`src/rtl/mem_lsu.sv`:
```
// Registered MEM stage with integrated load/store unit: pass-through to WB, req/ack data bus
// sequencing, big-endian load alignment/extension, LL/SC link bit and a bus watchdog.
module mem_lsu #(
    parameter int unsigned ADDR_W     = 32,
    parameter int unsigned REG_ADDR_W = 5,
    parameter int unsigned TIMEOUT    = 16
) (
    input  logic                  clk,
    input  logic                  rst,
    input  logic                  valid_i,
    input  logic [3:0]            mem_op_i,
    input  logic [ADDR_W-1:0]     mem_addr_i,
    input  logic [31:0]           store_data_i,
    input  logic [REG_ADDR_W-1:0] wd_i,
    input  logic                  wreg_i,
    input  logic [31:0]           wdata_i,
    input  logic [31:0]           hi_i,
    input  logic [31:0]           lo_i,
    input  logic                  whilo_i,
    input  logic                  flush_i,
    output logic [REG_ADDR_W-1:0] wd_o,
    output logic                  wreg_o,
    output logic [31:0]           wdata_o,
    output logic [31:0]           hi_o,
    output logic [31:0]           lo_o,
    output logic                  whilo_o,
    output logic                  stall_req_o,
    output logic                  dbus_req_o,
    output logic                  dbus_we_o,
    output logic [ADDR_W-1:0]     dbus_addr_o,
    output logic [3:0]            dbus_sel_o,
    output logic [31:0]           dbus_wdata_o,
    input  logic [31:0]           dbus_rdata_i,
    input  logic                  dbus_ack_i,
    output logic                  adel_o,
    output logic                  ades_o,
    output logic                  bus_err_o
);

    typedef enum logic {
        S_IDLE,
        S_BUS
    } state_e;

    typedef enum logic [3:0] {
        OP_NONE = 4'd0,
        OP_LB   = 4'd1,
        OP_LBU  = 4'd2,
        OP_LH   = 4'd3,
        OP_LHU  = 4'd4,
        OP_LW   = 4'd5,
        OP_SB   = 4'd6,
        OP_SH   = 4'd7,
        OP_SW   = 4'd8,
        OP_LL   = 4'd9,
        OP_SC   = 4'd10
    } mem_op_e;

    localparam int unsigned          CNT_W    = $clog2(TIMEOUT);
    localparam logic [CNT_W-1:0]     CNT_LAST = CNT_W'(TIMEOUT - 1);

    state_e                  state_q, state_d;
    logic                    llbit_q, llbit_d;
    logic [CNT_W-1:0]        cnt_q, cnt_d;
    mem_op_e                 op_q, op_d;
    logic [1:0]              lane_q, lane_d;
    logic                    we_q, we_d;
    logic [ADDR_W-1:0]       baddr_q, baddr_d;
    logic [3:0]              sel_q, sel_d;
    logic [31:0]             bwdata_q, bwdata_d;

    logic [REG_ADDR_W-1:0]   wd_q, wd_d;
    logic                    wreg_q, wreg_d;
    logic [31:0]             wdata_q, wdata_d;
    logic [31:0]             hi_q, hi_d;
    logic [31:0]             lo_q, lo_d;
    logic                    whilo_q, whilo_d;
    logic                    adel_q, adel_d;
    logic                    ades_q, ades_d;
    logic                    bus_err_q, bus_err_d;

    logic                    is_load, is_store, is_byte, is_half, is_word, is_mem, misalign;
    logic [3:0]              req_sel;
    logic [31:0]             req_wdata;
    logic [31:0]             rshift;
    logic [7:0]              byte_v;
    logic [15:0]             half_v;
    logic [31:0]             load_val;

    always_comb begin
        is_load  = 1'b0;
        is_store = 1'b0;
        is_byte  = 1'b0;
        is_half  = 1'b0;
        is_word  = 1'b0;
        case (mem_op_i)
            OP_LB, OP_LBU:        begin is_load  = 1'b1; is_byte = 1'b1; end
            OP_LH, OP_LHU:        begin is_load  = 1'b1; is_half = 1'b1; end
            OP_LW, OP_LL:         begin is_load  = 1'b1; is_word = 1'b1; end
            OP_SB:                begin is_store = 1'b1; is_byte = 1'b1; end
            OP_SH:                begin is_store = 1'b1; is_half = 1'b1; end
            OP_SW, OP_SC:         begin is_store = 1'b1; is_word = 1'b1; end
            default:              ;
        endcase
        is_mem   = is_load | is_store;
        misalign = (is_half & mem_addr_i[0]) | (is_word & (|mem_addr_i[1:0]));

        // Big-endian lanes: byte offset 0 lives in data[31:24] and is enabled by sel[3].
        if (is_byte) begin
            req_sel   = 4'b1000 >> mem_addr_i[1:0];
            req_wdata = {4{store_data_i[7:0]}};
        end else if (is_half) begin
            req_sel   = mem_addr_i[1] ? 4'b0011 : 4'b1100;
            req_wdata = {2{store_data_i[15:0]}};
        end else begin
            req_sel   = 4'b1111;
            req_wdata = store_data_i;
        end
    end

    always_comb begin
        rshift = dbus_rdata_i >> {~lane_q, 3'b000};
        byte_v = rshift[7:0];
        half_v = lane_q[1] ? dbus_rdata_i[15:0] : dbus_rdata_i[31:16];
        case (op_q)
            OP_LB:   load_val = {{24{byte_v[7]}}, byte_v};
            OP_LBU:  load_val = {24'h000000, byte_v};
            OP_LH:   load_val = {{16{half_v[15]}}, half_v};
            OP_LHU:  load_val = {16'h0000, half_v};
            default: load_val = dbus_rdata_i;
        endcase
    end

    always_comb begin
        state_d     = state_q;
        llbit_d     = llbit_q;
        cnt_d       = cnt_q;
        op_d        = op_q;
        lane_d      = lane_q;
        we_d        = we_q;
        baddr_d     = baddr_q;
        sel_d       = sel_q;
        bwdata_d    = bwdata_q;
        stall_req_o = 1'b0;
        wd_d        = '0;
        wreg_d      = 1'b0;
        wdata_d     = '0;
        hi_d        = '0;
        lo_d        = '0;
        whilo_d     = 1'b0;
        adel_d      = 1'b0;
        ades_d      = 1'b0;
        bus_err_d   = 1'b0;

        if (flush_i) begin
            state_d  = S_IDLE;
            llbit_d  = 1'b0;
            cnt_d    = '0;
            we_d     = 1'b0;
            baddr_d  = '0;
            sel_d    = '0;
            bwdata_d = '0;
        end else begin
            case (state_q)
                S_IDLE: begin
                    if (!valid_i || !is_mem) begin
                        wd_d    = wd_i;
                        wreg_d  = wreg_i & valid_i;
                        wdata_d = wdata_i;
                        hi_d    = hi_i;
                        lo_d    = lo_i;
                        whilo_d = whilo_i & valid_i;
                    end else if (misalign) begin
                        wd_d    = wd_i;
                        wdata_d = wdata_i;
                        hi_d    = hi_i;
                        lo_d    = lo_i;
                        adel_d  = is_load;
                        ades_d  = is_store;
                    end else if (mem_op_i == OP_SC && !llbit_q) begin
                        // Failed SC completes locally: rt <= 0 without touching the bus.
                        wd_d    = wd_i;
                        wreg_d  = 1'b1;
                        hi_d    = hi_i;
                        lo_d    = lo_i;
                        whilo_d = whilo_i;
                    end else begin
                        stall_req_o = 1'b1;
                        state_d     = S_BUS;
                        cnt_d       = '0;
                        op_d        = mem_op_e'(mem_op_i);
                        lane_d      = mem_addr_i[1:0];
                        we_d        = is_store;
                        baddr_d     = {mem_addr_i[ADDR_W-1:2], 2'b00};
                        sel_d       = req_sel;
                        bwdata_d    = req_wdata;
                    end
                end
                S_BUS: begin
                    if (dbus_ack_i) begin
                        state_d  = S_IDLE;
                        cnt_d    = '0;
                        we_d     = 1'b0;
                        baddr_d  = '0;
                        sel_d    = '0;
                        bwdata_d = '0;
                        wd_d     = wd_i;
                        hi_d     = hi_i;
                        lo_d     = lo_i;
                        whilo_d  = whilo_i;
                        case (op_q)
                            OP_SC: begin
                                wreg_d  = 1'b1;
                                wdata_d = 32'd1;
                                llbit_d = 1'b0;
                            end
                            OP_SB, OP_SH, OP_SW: begin
                                wreg_d  = 1'b0;
                                wdata_d = wdata_i;
                            end
                            default: begin
                                wreg_d  = wreg_i;
                                wdata_d = load_val;
                                if (op_q == OP_LL) llbit_d = 1'b1;
                            end
                        endcase
                    end else if (cnt_q == CNT_LAST) begin
                        state_d   = S_IDLE;
                        cnt_d     = '0;
                        we_d      = 1'b0;
                        baddr_d   = '0;
                        sel_d     = '0;
                        bwdata_d  = '0;
                        bus_err_d = 1'b1;
                    end else begin
                        stall_req_o = 1'b1;
                        cnt_d       = cnt_q + 1'b1;
                    end
                end
                default: state_d = S_IDLE;
            endcase
        end
    end

    always_ff @(posedge clk or negedge rst) begin
        if (!rst) begin
            state_q   <= S_IDLE;
            llbit_q   <= 1'b0;
            cnt_q     <= '0;
            op_q      <= OP_NONE;
            lane_q    <= '0;
            we_q      <= 1'b0;
            baddr_q   <= '0;
            sel_q     <= '0;
            bwdata_q  <= '0;
            wd_q      <= '0;
            wreg_q    <= 1'b0;
            wdata_q   <= '0;
            hi_q      <= '0;
            lo_q      <= '0;
            whilo_q   <= 1'b0;
            adel_q    <= 1'b0;
            ades_q    <= 1'b0;
            bus_err_q <= 1'b0;
        end else begin
            state_q   <= state_d;
            llbit_q   <= llbit_d;
            cnt_q     <= cnt_d;
            op_q      <= op_d;
            lane_q    <= lane_d;
            we_q      <= we_d;
            baddr_q   <= baddr_d;
            sel_q     <= sel_d;
            bwdata_q  <= bwdata_d;
            wd_q      <= wd_d;
            wreg_q    <= wreg_d;
            wdata_q   <= wdata_d;
            hi_q      <= hi_d;
            lo_q      <= lo_d;
            whilo_q   <= whilo_d;
            adel_q    <= adel_d;
            ades_q    <= ades_d;
            bus_err_q <= bus_err_d;
        end
    end

    assign dbus_req_o   = (state_q == S_BUS);
    assign dbus_we_o    = we_q;
    assign dbus_addr_o  = baddr_q;
    assign dbus_sel_o   = sel_q;
    assign dbus_wdata_o = bwdata_q;
    assign wd_o         = wd_q;
    assign wreg_o       = wreg_q;
    assign wdata_o      = wdata_q;
    assign hi_o         = hi_q;
    assign lo_o         = lo_q;
    assign whilo_o      = whilo_q;
    assign adel_o       = adel_q;
    assign ades_o       = ades_q;
    assign bus_err_o    = bus_err_q;

endmodule

```
`config.mk`:
```
export PLATFORM = sky130hd
export DESIGN_NAME = mem_lsu
export DESIGN_NICKNAME = d
export VERILOG_FILES = /design/src/rtl/mem_lsu.sv
export SDC_FILE = /design/constraint.sdc
export NUM_CORES = 1
export LEC_CHECK = 0
export CAP_MARGIN = 20
export CORE_MARGIN = 3
export CORE_UTILIZATION = 38
export DETAILED_ROUTE_END_ITERATION = 8
export PLACE_DENSITY = 0.78
export SLEW_MARGIN = 5
export SYNTH_ARGS = -nofsm -noshare
export SYNTH_HDL_FRONTEND = slang
export SYNTH_SLANG_ARGS = --single-unit
```
`constraint.sdc`:
```
create_clock -name clk -period 1.91 [get_ports clk]
set_input_delay 0.382 -clock clk [delete_from_list [all_inputs] [get_ports clk]]
set_output_delay 0.382 -clock clk [all_outputs]
set_load 0.02 [all_outputs]
```
==> impl_results.md, run 1 <==
* Status: finished, violations left
* Failing checks: setup timing
* Fraction of layout cells with a size suffix above 1 at about a fifth
* Type of origin of the critical path: register
* Worst hold path class: in2reg
* Min-Delay Path Depth at 3
* CTS tree: done
* Most frequent cell after synthesis: dfrtp_1
* Routed vias at 7828
* Fillers at 1617
* DRC viols at 0
* Fin nets at 1412
* Clk_lat worst skew at between 400 and 500 ps
* Root buf cell: clkbuf_16
* Final worst slack at -50.1 ps
* DRT Wirelength at 30.8 mm
* Post-Syn Instances at 729
* Post-synthesis adder-cell area fraction at less than 1%
* CTS Buf Count at 17
* Row count at between 50 and 60
* Largest cells by area after synthesis: dfrtp_1 56%, a22o_1 5.6%, and2_1 5.3%
* Initial Utilization at roughly two fifths
* Area delta synth->final at 73.0%
* Reg2Reg Launch Point: op_q[1]
* Mux cell area share after synthesis at 7.06%
* CP max FO at 2
* Critical Path Source: llbit_q
* Slowest-stage cell, CP: dfrtp_1
* Reg2Reg Depth at 8
* Syn Area/Cell at ~11 um2
* LEAKAGE at 6.36 nW
* Largest net degree at the start of global routing at 70
* Crit-path leading delay family: compound AO/OA/AOI/OAI gates
* Peak VDD IR at 0.000551 V
* Yosys top cell by area: dfrtp_1
* Chip Width at 154 um
* Final slew viol count at 0
* Clock sink count at 185
* Vias/cell at 5.25
* Seq/Total Area, Yosys at 55.8%
* Min Hold Slack at 393 ps
* Skew final at 18.6 ps
* Power Dens Cells at 839 nW/um2
* Worst setup EP type: primary output
* # Max-Cap Violations at 0
* R2R Setup Slk at -30 ps
* Crit path cell chain: nor3b_4 > o21ai_2 > o31ai_4 > buf_6
* Multi-input gate area at between 3000 and 4000 um2
* Worst Path Arrival at about 1600 ps
* Core ar. at 21200 um2
* Die Y at roughly 150 um
* Share of Yosys cell area claimed by the top area cell type at 55.8%
* Reg area at between 4000 and 5000 um2
* Hold Startpoint: mem_addr_i[0]
* Flops & latches, synth at 185
* Worst r2r dst: wdata_o[17]
* Gpl congestion at around 0.87
* Netlist cell types at between 60 and 70
* Synth top cells by count: 185 x dfrtp_1, 70 x and2_1, 53 x a22o_1
* Clock Pin Slew Worst Setup and Hold Paths at 70 ps
* Grt total ovfl at 0
* Synth Area in Simple Gates at 15.7%
* Initial antenna violation count at 1
* # setup viols final at 11
* Io pins at 385
* Setup TNS at -248 ps
* DRT iter0 DRCs at 467
* Total GRT Usage at 24.8%
* Compound-Gate Fraction of Synth Area at 16.8%
* RSZ-0062 raised after global routing: yes
* Xor/xnor share of the synthesized area at 0.106%
* IO Port Bufs at around 380
* Worst Setup Path Type: reg2out
* Fin crit period at 1960 ps
* Area of the mapped netlist at 8300 um2
* Period utilization at 103%
* H-tree levels at 4
* Worst Path Buf+Inv at 1
* Top_reg_cell synth: dfrtp_1
* DP HPWL at 22.4 mm
* Global-route wire length before repair at roughly 46 mm
* Power after layout at 12.0 mW
* Via count of the first global-routing pass at 8212
* Ys async rst share at 100%
* Synth warnings at 0
* F_max at approximately 500 MHz
* Pre-antenna DRT Iters at 5
* Worst Hold End: lane_q[0]
* CTS max path bufs at 2
* Wire per inst at between 20 and 25 um
* Largest family of logic cells by synthesized area: compound AO/OA/AOI/OAI gates
* Post-route ant nets at 0
* Post-synth EDFFs at 0
* Largest stage delay, worst path at 360 ps
* Hold Vio Cnt, Final at 0
* Worst Path Required at approximately 1500 ps
* Die ar. at about 24000 um2
==> cell families after synthesis <==
group	Yosys count
compound gates	184
fa+ha+maj	2
simple gates	239
other cells	1
mux	53
flops	185
buf+inv	64
xor+xnor	1
==> stage by stage <==
| stage | instance area [um2] | std cells | util, % | worst slack (ps) |
|---|---|---|---|---|
| 2_1_floorplan | 8380 | 730 | - | -27.6 |
| 3_3_place_gp | 13200 | 1437 | 62.3 | -639 |
| 3_5_place_dp | 13200 | 1437 | 62.3 | -674 |
| 4_1_cts | 14000 | 1480 | 66.0 | -133 |
| 5_1_grt | 14300 | 1491 | 67.6 | -107 |
| 6_report | 14400 | 1492 | 67.6 | -50.1 |
==> what timing repair did <==
action / 4_1_cts / 5_1_grt
setup buffers: 9 / 11
cloned: 1 / 2
resized for setup: 46 / 46
setup endpoints to repair: 175 / 39
endpoints found under the hold margin: 46 / 0
hold buffers: 1 / 0
pin swaps: 10 / 18
==> how the worst max path moves through the flow <==
stage / endpoint / slack (ps) / depth (start not counted)
2_1_floorplan: dbus_sel_o[0] / -30 / 6
4_1_cts: stall_req_o / -130 / 6
3_5_place_dp: dbus_we_o / -670 / 8
3_3_place_gp: dbus_we_o / -640 / 8
5_1_grt: stall_req_o / -110 / 4
6_report: stall_req_o / -50 / 4
==> flip-flops by register name, summed over array words and instances (netlist names), 2 cells and up <==
name          count
dbus_sel_o        4
wd_o              5
cnt_q             4
lane_q            2
op_q              4
hi_o             32
dbus_addr_o      30
lo_o             32
dbus_wdata_o     32
wdata_o          32
==> cell type report <==
cell class | count | share of cell area (%)
Clock inverter | 15 | 1.34
Clock buffer | 17 | 2.96
Inverter | 10 | 0.288
Timing Repair Buffer | 507 | 35.0
Multi-Input combinational cell | 482 | 25.7
Antenna cell | 1 | 0.0174
Tap cell | 275 | 2.40
Sequential cell | 185 | 32.3
==> placed cells by master, fill, tap and decap left out, types with 7 or more instances in the layout <==
master / count
o2bb2ai_2: 7
buf_4: 99
mux2_2: 19
clkdlybuf4s50_1: 371
o2bb2ai_1: 10
and2_1: 70
nand2_1: 50
buf_12: 15
nand2b_1: 13
clkbuf_16: 19
nor2_1: 39
a21oi_1: 30
buf_6: 8
mux2_4: 13
inv_1: 9
o21ai_0: 27
a211o_1: 7
mux2i_1: 18
a22o_1: 53
dfrtp_1: 181
nand3_1: 13
==> tightest hold or removal path, delay by kind of cell <==
kind                   cells  cell delay (ps)
buffers and inverters      2              280
multiplexers               1              130
==> where the power goes <==
group	internal (mW)	switching (mW)	leakage [nW]	total, mW
Sequential	4.22	0.196	2.45	4.42
Clock	1.80	1.84	0.300	3.64
Combinational	2.06	1.92	3.61	3.98
Total	8.09	3.95	6.36	12.0
==> metal layers <==
layer,global-route usage (%),vias to the layer above,wire length (um)
li1,-,3534,-
met1,29.4,3813,11600
met2,43.4,418,15500
met3,7.80,63,2800
met4,7.11,0,858
met5,0,-,0
No activity file was read; power rests on OpenSTA's default activity.
==> run 2, diff against run 1 <==
Settings changed: HOLD_SLACK_MARGIN set to 0.08, PLACE_DENSITY 0.78 to 0.85.
==> run 2 against run 1 <==
Effect of this change:
- largest cell class unchanged
- clock skew fell by 4.9 ps
- wire length increased by 7.4%
- highest routed layer is now met5
- sequential share of layout area down 1.1 points
- fmax decreased by 4.8%
- largest power group unchanged
- die area is the same
- the run still ends with setup timing left
==> impl_results.md, run 2 (same netlist as run 1, synthesis figures left out) <==
* R2R Setup Slk at -80 ps
* Routed vias at about 8200
* # Max-Cap Violations at 0
* Period utilization at 108%
* Clock Pin Slew Worst Setup and Hold Paths at 70 ps
* Largest net degree at the start of global routing at 54
* DRC viols at 0
* Via count of the first global-routing pass at 8572
* Worst setup EP type: primary output
* IO Port Bufs at 382
* Initial antenna violation count at 2
* Worst Path Arrival at 1680 ps
* Clock sink count at 185
* CTS Buf Count at 17
* Multi-input gate area at between 3000 and 4000 um2
* Wire per inst at between 20 and 25 um
* Type of origin of the critical path: input pin
* RSZ-0062 raised after global routing: yes
* Worst slack, placed at -1030 ps
* Gpl congestion at 0.917
* Failing checks: setup timing
* CTS max path bufs at 2
* Most frequent cells in the layout: 371 x clkdlybuf4s50_1, 181 x dfrtp_1, 108 x buf_4
* Io pins at approximately 390
* Worst Path Required at between 1500 and 2000 ps
* Fraction of layout cells with a size suffix above 1 at approximately 24%
* Worst hold path class: in2reg
* Placed cell areas at 13300 um2
* DRT iter0 DRCs at 488
* Die Y at 154 um
* Final Cell Area at 14900 um2
* Reg area at 4630 um2
* Grt total ovfl at 0
* Post-route ant nets at 0
* Hold Vio Cnt, Final at 0
* Skew final at 13.7 ps
* Global-route wire length before repair at 48.7 mm
* Power Dens Cells at 817 nW/um2
* Commonest non-fill, non-tap cell in the layout: clkdlybuf4s50_1
* Clk_lat worst skew at 430 ps
* Area delta synth->final at 79.3%
* Row count at 53
* DP HPWL at 22.8 mm
* Fillers at 1424
* Vias/cell at 5.36
* Fin crit period at 2060 ps
* Status: finished, violations left
* Chip Width at 154 um
* Pre-antenna DRT Iters at 5
* LEAKAGE at 6.65 nW
* Total GRT Usage at 26.1%
* DRT Wirelength at 33.0 mm
* Setup TNS at -3540 ps
* Die ar. at 23600 um2
* F_max at 486 MHz
* Initial Utilization at 39.1%
* Core ar. at ~21000 um2
* Fin nets at 1450
* # setup viols final at 85
* Peak VDD IR at 0.000506 V
* CTS tree: done
* Final worst slack at -148 ps
* Final slew viol count at 0
* H-tree levels at 4
* Root buf cell: clkbuf_16
* Power after layout at 12.2 mW
* CP max FO at 4
* Worst Setup Path Type: in2out
run 2: area by class of cell:
class | count | area share, %
antenna | 1 | 0.0168
clock buffer | 18 | 2.88
clock inverter | 13 | 0.959
inverter | 10 | 0.252
multi-input combinational | 482 | 25.2
sequential | 185 | 31.1
tap | 275 | 2.31
timing repair buffer | 545 | 37.2
run 2: repair_timing:
| action | CTS | global route |
|---|---|---|
| cloned | 3 | 7 |
| gates resized for setup | 90 | 54 |
| endpoints found under the setup margin | 178 | 106 |
| hold buffers | 1 | 0 |
| setup buffers | 22 | 15 |
| hold endpoints to repair | 47 | 0 |
| pin swaps | 24 | 28 |
run 2: routing by layer:
| layer | vias up | global-route usage, % | wire [um] |
|---|---|---|---|
| li1 | 3616 | - | - |
| met1 | 4043 | 31.1 | 12300 |
| met2 | 464 | 45.6 | 16900 |
| met3 | 76 | 7.99 | 2710 |
| met4 | 2 | 7.86 | 1050 |
| met5 | - | 0 | 13 |
run 2: final timing paths:
check	start	endpoint	cells after the start
setup / recovery	mem_addr_i[0]	stall_req_o	6
hold / removal	mem_op_i[1]	op_q[1]	3
setup reg to reg	op_q[0]	wdata_o[2]	7
hold reg to reg	dbus_addr_o[8]	dbus_addr_o[8]	1
max in group asynchronous	rst	wdata_o[15]	3
min in group asynchronous	rst	dbus_addr_o[8]	2
run 2: through the flow:
step	hold WS (ps)	cells	utilization, %
finish	352	1529	70.1
floorplan	86.4	730	-
global route	330	1529	70.1
CTS	322	1509	67.9
detailed placement	383	1452	62.8
global placement	384	1452	62.8
run 2: power by group:
| group | total [mW] | switching (mW) | leakage (nW) | internal, mW |
|---|---|---|---|---|
| sequential | 4.43 | 0.202 | 2.45 | 4.22 |
| clock | 3.44 | 1.71 | 0.274 | 1.73 |
| combinational | 4.30 | 2.02 | 3.92 | 2.28 |
| total | 12.2 | 3.93 | 6.65 | 8.23 |
run 2: critical path, stage by stage:
cell             delay [ps]
clkdlybuf4s15_2         220
o22a_1                  200
o211ai_2                200
o21ai_2                 120
o31ai_4                 380
buf_6                   180
